<file path="src/rtl/v200_sim_pkg.sv">
// Shared types for the V200 power-on sequencer.
//   seq_state_t : sequencer state encoding
//   FIN_*       : finish_code values reported to the host
package v200_sim_pkg;

  typedef enum logic [2:0] {RESET, HOLD, RUN, DONE, HALT} seq_state_t;

  localparam logic [1:0] FIN_NONE    = 2'b00;
  localparam logic [1:0] FIN_PASS    = 2'b01;
  localparam logic [1:0] FIN_TIMEOUT = 2'b10;

endpackage

</file>
<file path="src/rtl/por_sequencer_if.sv">
// Core/host control bundle of the power-on sequencer.
//   heartbeat   : core activity pulse, clears the watchdog
//   sw_finish   : core reports test complete (pass)
//   finish_req  : end-of-run request to the host
//   finish_code : reason for the end of run
//   finish_ack  : host acknowledge of finish_req
// master = sequencer side, slave = core/host side.
interface por_sequencer_if;

  logic       heartbeat;
  logic       sw_finish;
  logic       finish_req;
  logic [1:0] finish_code;
  logic       finish_ack;

  modport master (
    input  heartbeat,
    input  sw_finish,
    input  finish_ack,
    output finish_req,
    output finish_code
  );

  modport slave (
    output heartbeat,
    output sw_finish,
    output finish_ack,
    input  finish_req,
    input  finish_code
  );

endinterface

</file>
<file path="src/rtl/reset_sync.sv">
// Reset-release synchroniser: asynchronous assertion, release after STAGES
// rising edges of clk.
//   clk        : clock
//   rst_n      : asynchronous active-low reset in
//   rst_sync_n : synchronised reset release (high = released)
// The chain shifts in a constant 1, so the only path into the first flop
// is its reset; nothing asynchronous reaches the data pins.
module reset_sync #(
  parameter int STAGES = 2
) (
  input  logic clk,
  input  logic rst_n,
  output logic rst_sync_n
);

  logic [STAGES-1:0] sync_q;

  always_ff @(posedge clk or negedge rst_n) begin
    if (!rst_n) begin
      sync_q <= '0;
    end else begin
      sync_q <= {sync_q[STAGES-2:0], 1'b1};
    end
  end

  assign rst_sync_n = sync_q[STAGES-1];

endmodule

</file>
<file path="src/rtl/por_sequencer.sv">
// Power-on sequencer for the V200 core: synchronises reset release,
// stretches core reset, generates CLKEN, counts run cycles, runs a hang
// watchdog and reports end-of-run to the host via finish_req/finish_ack.
//   CLK2X            : clock
//   NATIVEPORRESET_n : asynchronous active-low reset
//   hs               : heartbeat/sw_finish/finish handshake bundle
//   CLKEN            : core clock enable
//   core_rst_n       : core reset (low unless in RUN)
//   cycle_count      : enabled RUN cycles, saturating
module por_sequencer
  import v200_sim_pkg::*;
#(
  parameter int SYNC_STAGES = 2,
  parameter int HOLD_CYCLES = 16,
  parameter int CLKEN_DIV   = 1,
  parameter int CNT_W       = 32,
  parameter int WDOG_LIMIT  = 12000
) (
  input  logic             CLK2X,
  input  logic             NATIVEPORRESET_n,
  por_sequencer_if.master  hs,
  output logic             CLKEN,
  output logic             core_rst_n,
  output logic [CNT_W-1:0] cycle_count
);

  localparam int DIV_W  = (CLKEN_DIV > 1) ? $clog2(CLKEN_DIV) : 1;
  localparam int HOLD_W = $clog2(HOLD_CYCLES + 1);

  localparam logic [DIV_W-1:0]  DIV_LAST  = DIV_W'(CLKEN_DIV - 1);
  localparam logic [DIV_W-1:0]  DIV_ONE   = DIV_W'(1);
  localparam logic [HOLD_W-1:0] HOLD_LAST = HOLD_W'(HOLD_CYCLES - 1);
  localparam logic [HOLD_W-1:0] HOLD_ONE  = HOLD_W'(1);
  localparam logic [CNT_W-1:0]  CNT_ONE   = CNT_W'(1);
  localparam logic [CNT_W-1:0]  CNT_MAX   = '1;
  localparam logic [CNT_W-1:0]  WDOG_LIM  = CNT_W'(WDOG_LIMIT);

  seq_state_t        state_q, state_d;
  logic [HOLD_W-1:0] hold_q,  hold_d;
  logic [DIV_W-1:0]  div_q,   div_d;
  logic [CNT_W-1:0]  cnt_q,   cnt_d;
  logic [CNT_W-1:0]  wdog_q,  wdog_d;
  logic [1:0]        code_q,  code_d;
  logic              rst_sync_n;
  logic              clken;
  logic              wdog_hit;

  reset_sync #(.STAGES(SYNC_STAGES)) u_reset_sync (
    .clk        (CLK2X),
    .rst_n      (NATIVEPORRESET_n),
    .rst_sync_n (rst_sync_n)
  );

  assign clken = ((state_q == HOLD) || (state_q == RUN)) && (div_q == '0);

  // A heartbeat in the limit cycle resets the watchdog instead of firing it.
  assign wdog_hit = (WDOG_LIMIT != 0) && clken && !hs.heartbeat &&
                    ((wdog_q + CNT_ONE) == WDOG_LIM);

  always_comb begin
    state_d = state_q;
    hold_d  = hold_q;
    div_d   = div_q;
    cnt_d   = cnt_q;
    wdog_d  = wdog_q;
    code_d  = code_q;

    // Divider free-runs through HOLD and RUN; it is only cleared on HOLD entry.
    if ((state_q == HOLD) || (state_q == RUN)) begin
      div_d = (div_q == DIV_LAST) ? '0 : div_q + DIV_ONE;
    end

    case (state_q)
      RESET: begin
        if (rst_sync_n) begin
          state_d = HOLD;
          hold_d  = '0;
          div_d   = '0;
        end
      end
      HOLD: begin
        if (hold_q == HOLD_LAST) begin
          state_d = RUN;
        end else begin
          hold_d = hold_q + HOLD_ONE;
        end
      end
      RUN: begin
        if (clken && (cnt_q != CNT_MAX)) begin
          cnt_d = cnt_q + CNT_ONE;
        end
        if (hs.heartbeat) begin
          wdog_d = '0;
        end else if (clken && (wdog_q != CNT_MAX)) begin
          wdog_d = wdog_q + CNT_ONE;
        end
        // sw_finish has priority over a coincident timeout.
        if (hs.sw_finish) begin
          state_d = DONE;
          code_d  = FIN_PASS;
        end else if (wdog_hit) begin
          state_d = DONE;
          code_d  = FIN_TIMEOUT;
        end
      end
      DONE: begin
        if (hs.finish_ack) begin
          state_d = HALT;
        end
      end
      HALT: begin
        state_d = HALT;
      end
      default: begin
        state_d = RESET;
      end
    endcase
  end

  always_ff @(posedge CLK2X or negedge NATIVEPORRESET_n) begin
    if (!NATIVEPORRESET_n) begin
      state_q <= RESET;
      hold_q  <= '0;
      div_q   <= '0;
      cnt_q   <= '0;
      wdog_q  <= '0;
      code_q  <= FIN_NONE;
    end else begin
      state_q <= state_d;
      hold_q  <= hold_d;
      div_q   <= div_d;
      cnt_q   <= cnt_d;
      wdog_q  <= wdog_d;
      code_q  <= code_d;
    end
  end

  // Outputs decode straight from registers, so reset forces them low at once.
  assign CLKEN          = clken;
  assign core_rst_n     = (state_q == RUN);
  assign cycle_count    = cnt_q;
  assign hs.finish_req  = (state_q == DONE);
  assign hs.finish_code = code_q;

endmodule

</file>
<file path="src/flat_wrapper.sv">
// flat-port wrapper written by rule: the top's interface ports become plain ports
module por_sequencer_flat import v200_sim_pkg::*;
#(
  parameter int SYNC_STAGES = 2,
  parameter int HOLD_CYCLES = 16,
  parameter int CLKEN_DIV   = 1,
  parameter int CNT_W       = 32,
  parameter int WDOG_LIMIT  = 12000
)
  (CLK2X, NATIVEPORRESET_n, CLKEN, core_rst_n, cycle_count, hs_heartbeat, hs_sw_finish, hs_finish_ack, hs_finish_req, hs_finish_code);
  por_sequencer_if hs_i ();
  input  logic CLK2X;
  input  logic NATIVEPORRESET_n;
  output logic CLKEN;
  output logic core_rst_n;
  output logic [CNT_W-1:0] cycle_count;
  input wire logic [$bits(hs_i.heartbeat)-1:0] hs_heartbeat;
  input wire logic [$bits(hs_i.sw_finish)-1:0] hs_sw_finish;
  input wire logic [$bits(hs_i.finish_ack)-1:0] hs_finish_ack;
  output wire logic [$bits(hs_i.finish_req)-1:0] hs_finish_req;
  output wire logic [$bits(hs_i.finish_code)-1:0] hs_finish_code;
  assign hs_i.heartbeat = hs_heartbeat;
  assign hs_i.sw_finish = hs_sw_finish;
  assign hs_i.finish_ack = hs_finish_ack;
  assign hs_finish_req = hs_i.finish_req;
  assign hs_finish_code = hs_i.finish_code;
  por_sequencer #(.SYNC_STAGES(SYNC_STAGES), .HOLD_CYCLES(HOLD_CYCLES), .CLKEN_DIV(CLKEN_DIV), .CNT_W(CNT_W), .WDOG_LIMIT(WDOG_LIMIT)) u_core (.CLK2X(CLK2X), .NATIVEPORRESET_n(NATIVEPORRESET_n), .hs(hs_i), .CLKEN(CLKEN), .core_rst_n(core_rst_n), .cycle_count(cycle_count));
endmodule
</file>
<file path="config.mk">
export PLATFORM = sky130hd
export DESIGN_NAME = por_sequencer_flat
export DESIGN_NICKNAME = d
export VERILOG_FILES = /design/src/rtl/v200_sim_pkg.sv /design/src/rtl/por_sequencer_if.sv /design/src/rtl/reset_sync.sv /design/src/rtl/por_sequencer.sv /design/src/flat_wrapper.sv
export SDC_FILE = /design/constraint.sdc
export NUM_CORES = 1
export LEC_CHECK = 0
export ABC_CLOCK_PERIOD_IN_PS = 6000
export BUFFER_PORTS_ARGS = -buffer_cell sky130_fd_sc_hd__buf_2
export CORE_ASPECT_RATIO = 0.7
export CORE_MARGIN = 1
export CORE_UTILIZATION = 50
export DETAILED_ROUTE_END_ITERATION = 6
export GPL_ROUTABILITY_DRIVEN = 0
export HOLD_SLACK_MARGIN = 0.08
export PLACE_DENSITY = 0.69
export REMOVE_ABC_BUFFERS = 1
export SYNTH_ARGS = -nofsm -noshare
export SYNTH_HDL_FRONTEND = slang
export SYNTH_SLANG_ARGS = --single-unit
</file>
<file path="constraint.sdc">
create_clock -name CLK2X -period 6 [get_ports CLK2X]
set_input_delay 0.9 -clock CLK2X [delete_from_list [all_inputs] [get_ports CLK2X]]
set_output_delay 0.9 -clock CLK2X [all_outputs]
set_load 0.05 [all_outputs]
</file>
## Word level (Yosys, flattened, before mapping)

Index checks and enable logic that the tools add are counted.

- Add/subtract/negate cells: 4
- Muxes and demuxes: 17
- Reductions and logical operators: 16
- Bitwise operators: 1
- Equality and inequality tests: 13

Operators with widths:

| cell | number |
|---|---|
| adder 32 x 1 -> 32 bit (second input constant) | 2 |
| two-way mux 32 bit | 2 |
| != test 32 bit (second input constant) | 2 |
| == test 32 x 14 -> 1 bit (second input constant) | 1 |
| two-way mux 3 bit | 5 |
| case mux 3 bit (5 select lines) | 1 |
| two-way mux 5 bit | 2 |
| case mux 5 bit (2 select lines) | 1 |
| != test 2 bit (second input constant) | 4 |
| == test 3 x 2 -> 1 bit (second input constant) | 2 |
| AND reduction 2 bit | 3 |
| nonzero test 2 bit | 3 |
| adder 5 x 1 -> 5 bit (second input constant) | 1 |
| == test 5 x 4 -> 1 bit (second input constant) | 1 |
| logical AND 1 bit | 5 |
| two-way mux 1 bit | 4 |
| two-way mux 2 bit | 2 |
| AND reduction 4 bit | 1 |
| == test 3 x 1 -> 1 bit (second input constant) | 1 |
| == test 3 bit (second input constant) | 1 |
| logical NOT 3 bit | 1 |
| != test 3 x 1 -> 1 bit (second input constant) | 1 |
| AND reduction 3 bit | 1 |
| adder 1 bit (second input constant) | 1 |
| other kinds (3) | 3 |

- Register bits after elaboration: 77
- Word-level logic and storage cells: 58
- Bits of input ports: 5
- Output and inout port bits: 37

## Logic depth before layout (Yosys ltp)

Gate-level depths: netlist of the first run.

- Depth after elaboration: 8
- Depth in mapped cells: 10
- Gate-level depth less buffers: 9

## Hierarchy

A second synthesis of the first run with hierarchy kept.

- Cells, all modules: 471
- Area, all modules: 4366.7 µm²

By module, submodules not included:

| module | sequential area each (µm²) | area each (µm²) | times used | cells an instance |
|---|---|---|---|---|
| por_sequencer | 1876.8 | 4312.9 | 1 | 468 |
| reset_sync | 50.0 | 53.8 | 1 | 3 |

## Worst setup path after synthesis of the first run

No wires, ideal clock.

- Path kind: register -> register
- From: reg u_core.wdog_q[0]
- To: reg u_core.state_q[0]
- Required time: 5924 ps
- Slack: 3346 ps
- Arrival time: 2578 ps
- Buffers on the path: 1
- Library setup time: 76 ps
- Period minus slack after synthesis: 2654 ps
- Cell stages (with the launch flop): 11
- Cell sequence: dfrtp_1 > ha_1 > nand4_4 > or4_1 > buf_2 > a2111oi_2 > nor2_1 > a2111oi_2 > nand4_1 > and3b_1 > o21ai_1

- Longest elaborated chain between the ends: 5

Ends and longest elaborated chain:

| what | RTL line | source |
|---|---|---|
| start, declared | por_sequencer.sv:42 | `logic [CNT_W-1:0] wdog_q, wdog_d;` |
| start signal, assigned | por_sequencer.sv:133 | `wdog_q <= wdog_d;` |
| adder 32 x 1 -> 32 bit | por_sequencer.sv:58 | `((wdog_q + CNT_ONE) == WDOG_LIM);` |
| == test 32 x 14 -> 1 bit | por_sequencer.sv:58 |  |
| logical AND 1 bit | por_sequencer.sv:57 | `assign wdog_hit = (WDOG_LIMIT != 0) && clken && !hs.heartbeat &&` |
| != test 3 x 1 -> 1 bit (no source line) | -- |  |
| AND reduction 4 bit (no source line) | -- |  |
| end signal, assigned | por_sequencer.sv:129 | `state_q <= state_d;` |
| end, declared | por_sequencer.sv:38 | `seq_state_t state_q, state_d;` |

No other way between the ends.
A chain may end at the register's enable or synchronous reset.

## Final worst setup path of the first run

Same ends and word-level chain as after synthesis.

==> results of run 1 <==
## cells in the mapped netlist (all sizes together) (4+ instances only)
cell type / number / area, sq um
nor2: 43 / 164
or4: 6 / 45.0
a31oi: 8 / 50.1
xor2: 8 / 70.1
a21oi: 11 / 55.1
and2: 9 / 56.3
nand4: 27 / 190
o21ai: 50 / 250
nand2: 44 / 165
or3: 6 / 42.5
nand3: 26 / 148
nor3: 11 / 55.1
buf: 8 / 38.8
inv: 11 / 41.3
and4: 9 / 78.8
dfrtp: 77 / 1930
o31ai: 14 / 110
o41ai: 5 / 43.8
and3: 5 / 31.3
xnor2: 31 / 272
nor4: 8 / 56.3
clkbuf: 19 / 72.6
ha: 4 / 50.1
## report_power, final
part / switching [W] / internal, W
combinational: 0.000191 / 0.000109
sequential: 0.000110 / 0.000584
clock: 0.000214 / 0.000361
total: 0.000515 / 0.00105
## stage by stage
| stage | cell area, sq um | util [%] | hold slack (ns) | power (W) |
|---|---|---|---|---|
| finish | 4940 | 58.3 | 0.352 | 0.00157 |
| global placement | 4630 | 54.6 | 0.335 | 0.000981 |
| global route | 4940 | 58.3 | 0.359 | 0.00165 |
| detailed placement | 4630 | 54.6 | 0.335 | 0.000993 |
| CTS | 4940 | 58.3 | 0.352 | 0.00158 |
| floorplan | 4260 | - | 0.331 | 0.000892 |
## worst register-to-register path, stage by stage (launching register included)
cell	delay [ns]
dfrtp_1	0.43
ha_1	0.34
nand4_4	0.19
nor4_1	1.11
xnor2_1	0.21
o2111ai_1	0.15
nor4bb_1	0.31
nand4_1	0.21
and3b_1	0.23
o21ai_1	0.12
## final cells by class
cell class,count,area (sq um)
fill,764,3540
multi-input combinational,368,2290
sequential,77,1930
clock buffer,9,225
timing repair buffer,42,215
tap,120,150
clock inverter,6,88.8
inverter,11,41.3
## cell usage in the layout (no fill, tap or decap), types with 13 or more instances in the layout
cell     instances
o31ai_1         13
nand2_1         44
buf_2           40
dfrtp_1         77
nand4_1         25
nor2_1          42
nand3_1         24
o21ai_0         49
xnor2_1         31
## metal layers
metal  wire (um)  up-vias  share of wire (%)  track usage, %
met1        5420     1846                 51            37.6
li1            -     1825                  -               -
met2        4340      142                 41            34.3
met5           0        -                  0               0
met4         111        0                1.0            6.49
met3         821        9                7.7            7.77
## worst max path at each step
stage                           start                        to  depth (start not counted)
CTS                  u_core.wdog_q[0]         u_core.state_q[0]                          9
global placement         hs_heartbeat          u_core.wdog_q[9]                          7
global route         u_core.wdog_q[0]  u_core.hs.finish_code[0]                          9
finish               u_core.wdog_q[0]         u_core.state_q[0]                          9
detailed placement       hs_heartbeat          u_core.wdog_q[9]                          7
floorplan           u_core.state_q[2]          u_core.wdog_q[9]                          7
## registers in the layout, summed over array words and instances (netlist names)
register and flops:
u_core.cycle_count 32, u_core.wdog_q 32, u_core.hold_q 5, u_core.state_q 3, u_core.hs.finish_code 2, u_core.u_reset_sync.sync_q 2
u_core.div_q 1
## kinds of logic after synthesis
logic type	after synthesis
buf+inv	38
fa+ha+maj	4
simple gates	210
xor+xnor	39
flops	77
mux	3
compound gates	111
other cells	1
==> impl_metrics.tcl, run 1 <==
set metrics [dict create \
    status "completed" \
    crit_arrival_ns 3.63 \
    path_clk_slew_ns 0.06 \
    core_region_area_sq_mm 0.00848 \
    power_density_mw_per_mm2 318 \
    cts_tree "built" \
    overflow 0 \
    detail-route-antenna-nets 0 \
    synthArstFlopShare_pct 100 \
    hp-start "u_core.u_reset_sync.sync_q[0]" \
    rows 28 \
    num_antenna_cells 0 \
    crit_path_start_kind "register" \
    start_util_pct 51.6 \
    critPathMaxStageDelay_ns 1.11 \
    end_kind "register" \
    grt_pass1_wl_um 17700 \
    relSlewSlack_pct 9.55 \
    skew_ns 0.00447 \
    die_x_um 114 \
    clockRootBuffer "clkbuf_16" \
    reg2reg_slack_ns 2.63 \
    yosys.area_share.simple_pct 26.3 \
    synth_xor_area_share_pct 7.81 \
    ir_drop_v 0.000282 \
    drive_gt1_share_pct 14.2 \
    drv_slew 0 \
    wirelength_um 10700 \
    io_pins 42 \
    max-cap-violations 0 \
    cts_resized 0 \
    htree_levels 3 \
    synth_edf_count 0 \
    r2r_cells 9 \
    grt_max_degree 78 \
    setup_ws_ns 2.63 \
    post-cts-setup-buffers 0 \
    holdPathStages 0 \
    syn_to_final_growth_pct 13.0 \
    period_share_pct 56.1 \
    min_path_type "register to register" \
    dp_slack_ns 2.69 \
    die-height_um 80.2 \
    clockBufferDepth 2 \
    r2r_start "u_core.wdog_q[0]" \
    cp_slowest_cell "nor4_1" \
    wl_per_cell_um 16.9 \
    cts_inserted_buffers 9 \
    drtPass1Iterations 4 \
    drt-initial-drc-count 263 \
    yosys_warnings 0 \
    cp_top_family "simple AND/OR/NAND/NOR gates" \
    synth.ff_latch_count 77 \
    grt_pass1_vias 3466 \
    path_class "register to register" \
    max_slew.worst_pin.slew_ns 1.34 \
    path_cells "ha_1 -> nand4_4 -> nor4_1 -> xnor2_1 -> o2111ai_1 -> nor4bb_1 -> nand4_1 -> and3b_1 -> o21ai_1" \
    crit_buf_inv 0 \
    cts_hold_buf 0 \
    via_per_inst 6.04 \
    grt_antenna_before_repair 0 \
    rsz0062_at_grt "no" \
    synth_compound_area_share_pct 16.4 \
    whs_endpoint "u_core.u_reset_sync.sync_q[1]" \
    cp_data_required_time_ns 6.26 \
    layout.cells.non_filler 633 \
    r2r-end "u_core.state_q[0]" \
    syn_avg_cell_area_sq_um 9.05 \
    timing.final.crit_period_ns 3.37 \
    portBuffers 41 \
    clock-sinks 77 \
    num_vias 3822 \
    p_leak_nw 2.05 \
    die_area_sq_mm 0.00913 \
    synth_top_family_by_area "simple AND/OR/NAND/NOR gates" \
    cp_max_fo 8 \
    synth.cell_area_sq_mm 0.00437 \
    remaining_drc_errors 0 \
    final_net_count 518 \
    synthAdderAreaFrac_pct 1.14 \
    setup_tns_ns 0 \
    yosysSeqAreaShare_pct 44.1 \
    grt_usage_pct 25.0 \
    yosysUniqueCellTypes 63 \
    timing.fmax_mhz 297 \
    synth_ff_type "dfrtp_1" \
    placedCellCount 618 \
    netlist_instances 483 \
    synthMuxAreaShare_pct 0.744 \
    finalSetupViolations 0 \
    clk_latency_ns 0.34 \
    place_hpwl_um 7420 \
    hold_viol 0 \
]
Note: power is estimated with default switching activity, not from simulation.
==> run 2: changes to the inputs <==
ABC_CLOCK_PERIOD_IN_PS = 3080   (was 6000)
PLACE_DENSITY = 0.72   (was 0.69)
clock period = 3.08 ns   (was 6 ns; I/O delays follow)
==> run 2 against run 1 <==
Clock-buffer cell count rose by 1; sequential cell count did not move; critical path type unchanged; critical endpoint unchanged; final cell count rose by 2.1%; clock skew rose by 0.00081 ns.
==> impl_metrics.tcl, run 2 (synthesis gave the netlist of run 1 again) <==
set metrics [dict create \
    status "completed" \
    portBuffers 41 \
    power_density_mw_per_mm2 624 \
    grt_usage_pct 25.2 \
    max-cap-violations 0 \
    clk_latency_ns 0.34 \
    grt_pass1_wl_um 17700 \
    setup_tns_ns 0 \
    setup_ws_ns 0.177 \
    cp_data_required_time_ns 3.35 \
    rsz0062_at_grt "no" \
    grt_antenna_before_repair 0 \
    core_region_area_sq_mm 0.00848 \
    final_net_count 531 \
    end_kind "register" \
    hold_slack_ns 0.271 \
    max_slew.worst_pin.slew_ns 0.970 \
    cts_tree "built" \
    period_share_pct 94.3 \
    htree_levels 3 \
    ir_drop_v 0.000367 \
    wirelength_um 10700 \
    skew_ns 0.00528 \
    grt_max_degree 78 \
    timing.fmax_mhz 344 \
    dpl-instance-area_sq_mm 0.00472 \
    drive_gt1_share_pct 17.1 \
    r2r_start "u_core.wdog_q[8]" \
    clock-sinks 77 \
    overflow 0 \
    drt-initial-drc-count 311 \
    place_hpwl_um 7360 \
    cp_max_fo 8 \
    cts_inserted_buffers 9 \
    r2r-end "u_core.state_q[0]" \
    crit_arrival_ns 3.17 \
    drtPass1Iterations 6 \
    grt_pass1_vias 3512 \
    rows 28 \
    clockBufferDepth 2 \
    die_x_um 114 \
    via_per_inst 6.03 \
    fin_area_sq_mm 0.00510 \
    hold_viol 0 \
    clockRootBuffer "clkbuf_16" \
    num_antenna_cells 0 \
    die-height_um 80.2 \
    dp_slack_ns 0.0373 \
    die_area_sq_mm 0.00913 \
    wl_per_cell_um 16.6 \
    path_clk_slew_ns 0.06 \
    num_vias 3894 \
    finalSetupViolations 0 \
    syn_to_final_growth_pct 16.6 \
    path_class "register to register" \
    reg2reg_slack_ns 0.18 \
    min_path_type "input port to asynchronous set/reset pin" \
    r2r_cells 8 \
    crit_path_start_kind "register" \
    detail-route-antenna-nets 0 \
    relSlewSlack_pct 35.3 \
    n_fill_cell 752 \
    final_cell_mix "dfrtp_1, o21ai_0, nand2_1" \
    p_leak_nw 2.14 \
    start_util_pct 51.6 \
    drv_slew 0 \
    remaining_drc_errors 0 \
    timing.final.crit_period_ns 2.90 \
    io_pins 42 \
    final_common_cell "dfrtp_1" \
]
[run 2: worst max-delay path: stages (launching register included)]
cell and delay, ns:
dfrtp_1 0.48, nand3_2 0.21, or4_1 0.61, a2111oi_1 0.49, o2111ai_1 0.19, nor4bb_1 0.31, nand4_1 0.20, and3b_1 0.22
o21ai_1 0.13
[run 2: per-stage QoR]
stage	power, W	std cells	util (%)
2_1_floorplan	0.00174	456	-
3_3_place_gp	0.00191	631	55.7
3_5_place_dp	0.00193	631	55.7
4_1_cts	0.00318	646	59.8
5_1_grt	0.00335	646	60.1
6_report	0.00318	646	60.1
[run 2: worst max path at each step]
stage                            from  cells past startpoint                 to
floorplan           u_core.state_q[2]                      7   u_core.wdog_q[9]
global placement     u_core.wdog_q[6]                      8  u_core.state_q[0]
detailed placement   u_core.wdog_q[0]                      9  u_core.state_q[0]
CTS                  u_core.wdog_q[0]                      9  u_core.state_q[0]
global route         u_core.wdog_q[6]                      8  u_core.state_q[0]
finish               u_core.wdog_q[8]                      8  u_core.state_q[0]
[run 2: final cells by class]
class	count	area, sq um	share of cell area [%]
multi-input cells	368	2320	45.5
flip-flops and latches	77	1930	37.8
repair buffers	55	313	6.13
clock buffers	10	239	4.69
well taps	120	150	2.94
clock inverters	5	108	2.11
inverters	11	41.3	0.810
[run 2: routing by layer]
layer  up-vias  global-route usage (%)  part of all wire [%]
met5         -                       0                     0
met4         0                    6.36                   1.0
met3        15                    8.75                   8.2
met2       168                    33.7                    42
li1       1851                       -                     -
met1      1860                    37.8                    49
[run 2: timing repair]
| action | in CTS | in global routing |
|---|---|---|
| buffers inserted | 0 | 0 |
| resized for setup | 0 | 6 |
| hold buffers | 0 | 0 |
| setup endpoints to repair | 0 | 3 |
[run 2: power by group]
part	internal [W]	total, W	switching (W)
logic	0.000228	0.000600	0.000372
registers	0.00114	0.00134	0.000202
clock network	0.000814	0.00124	0.000428
total	0.00218	0.00318	0.00100
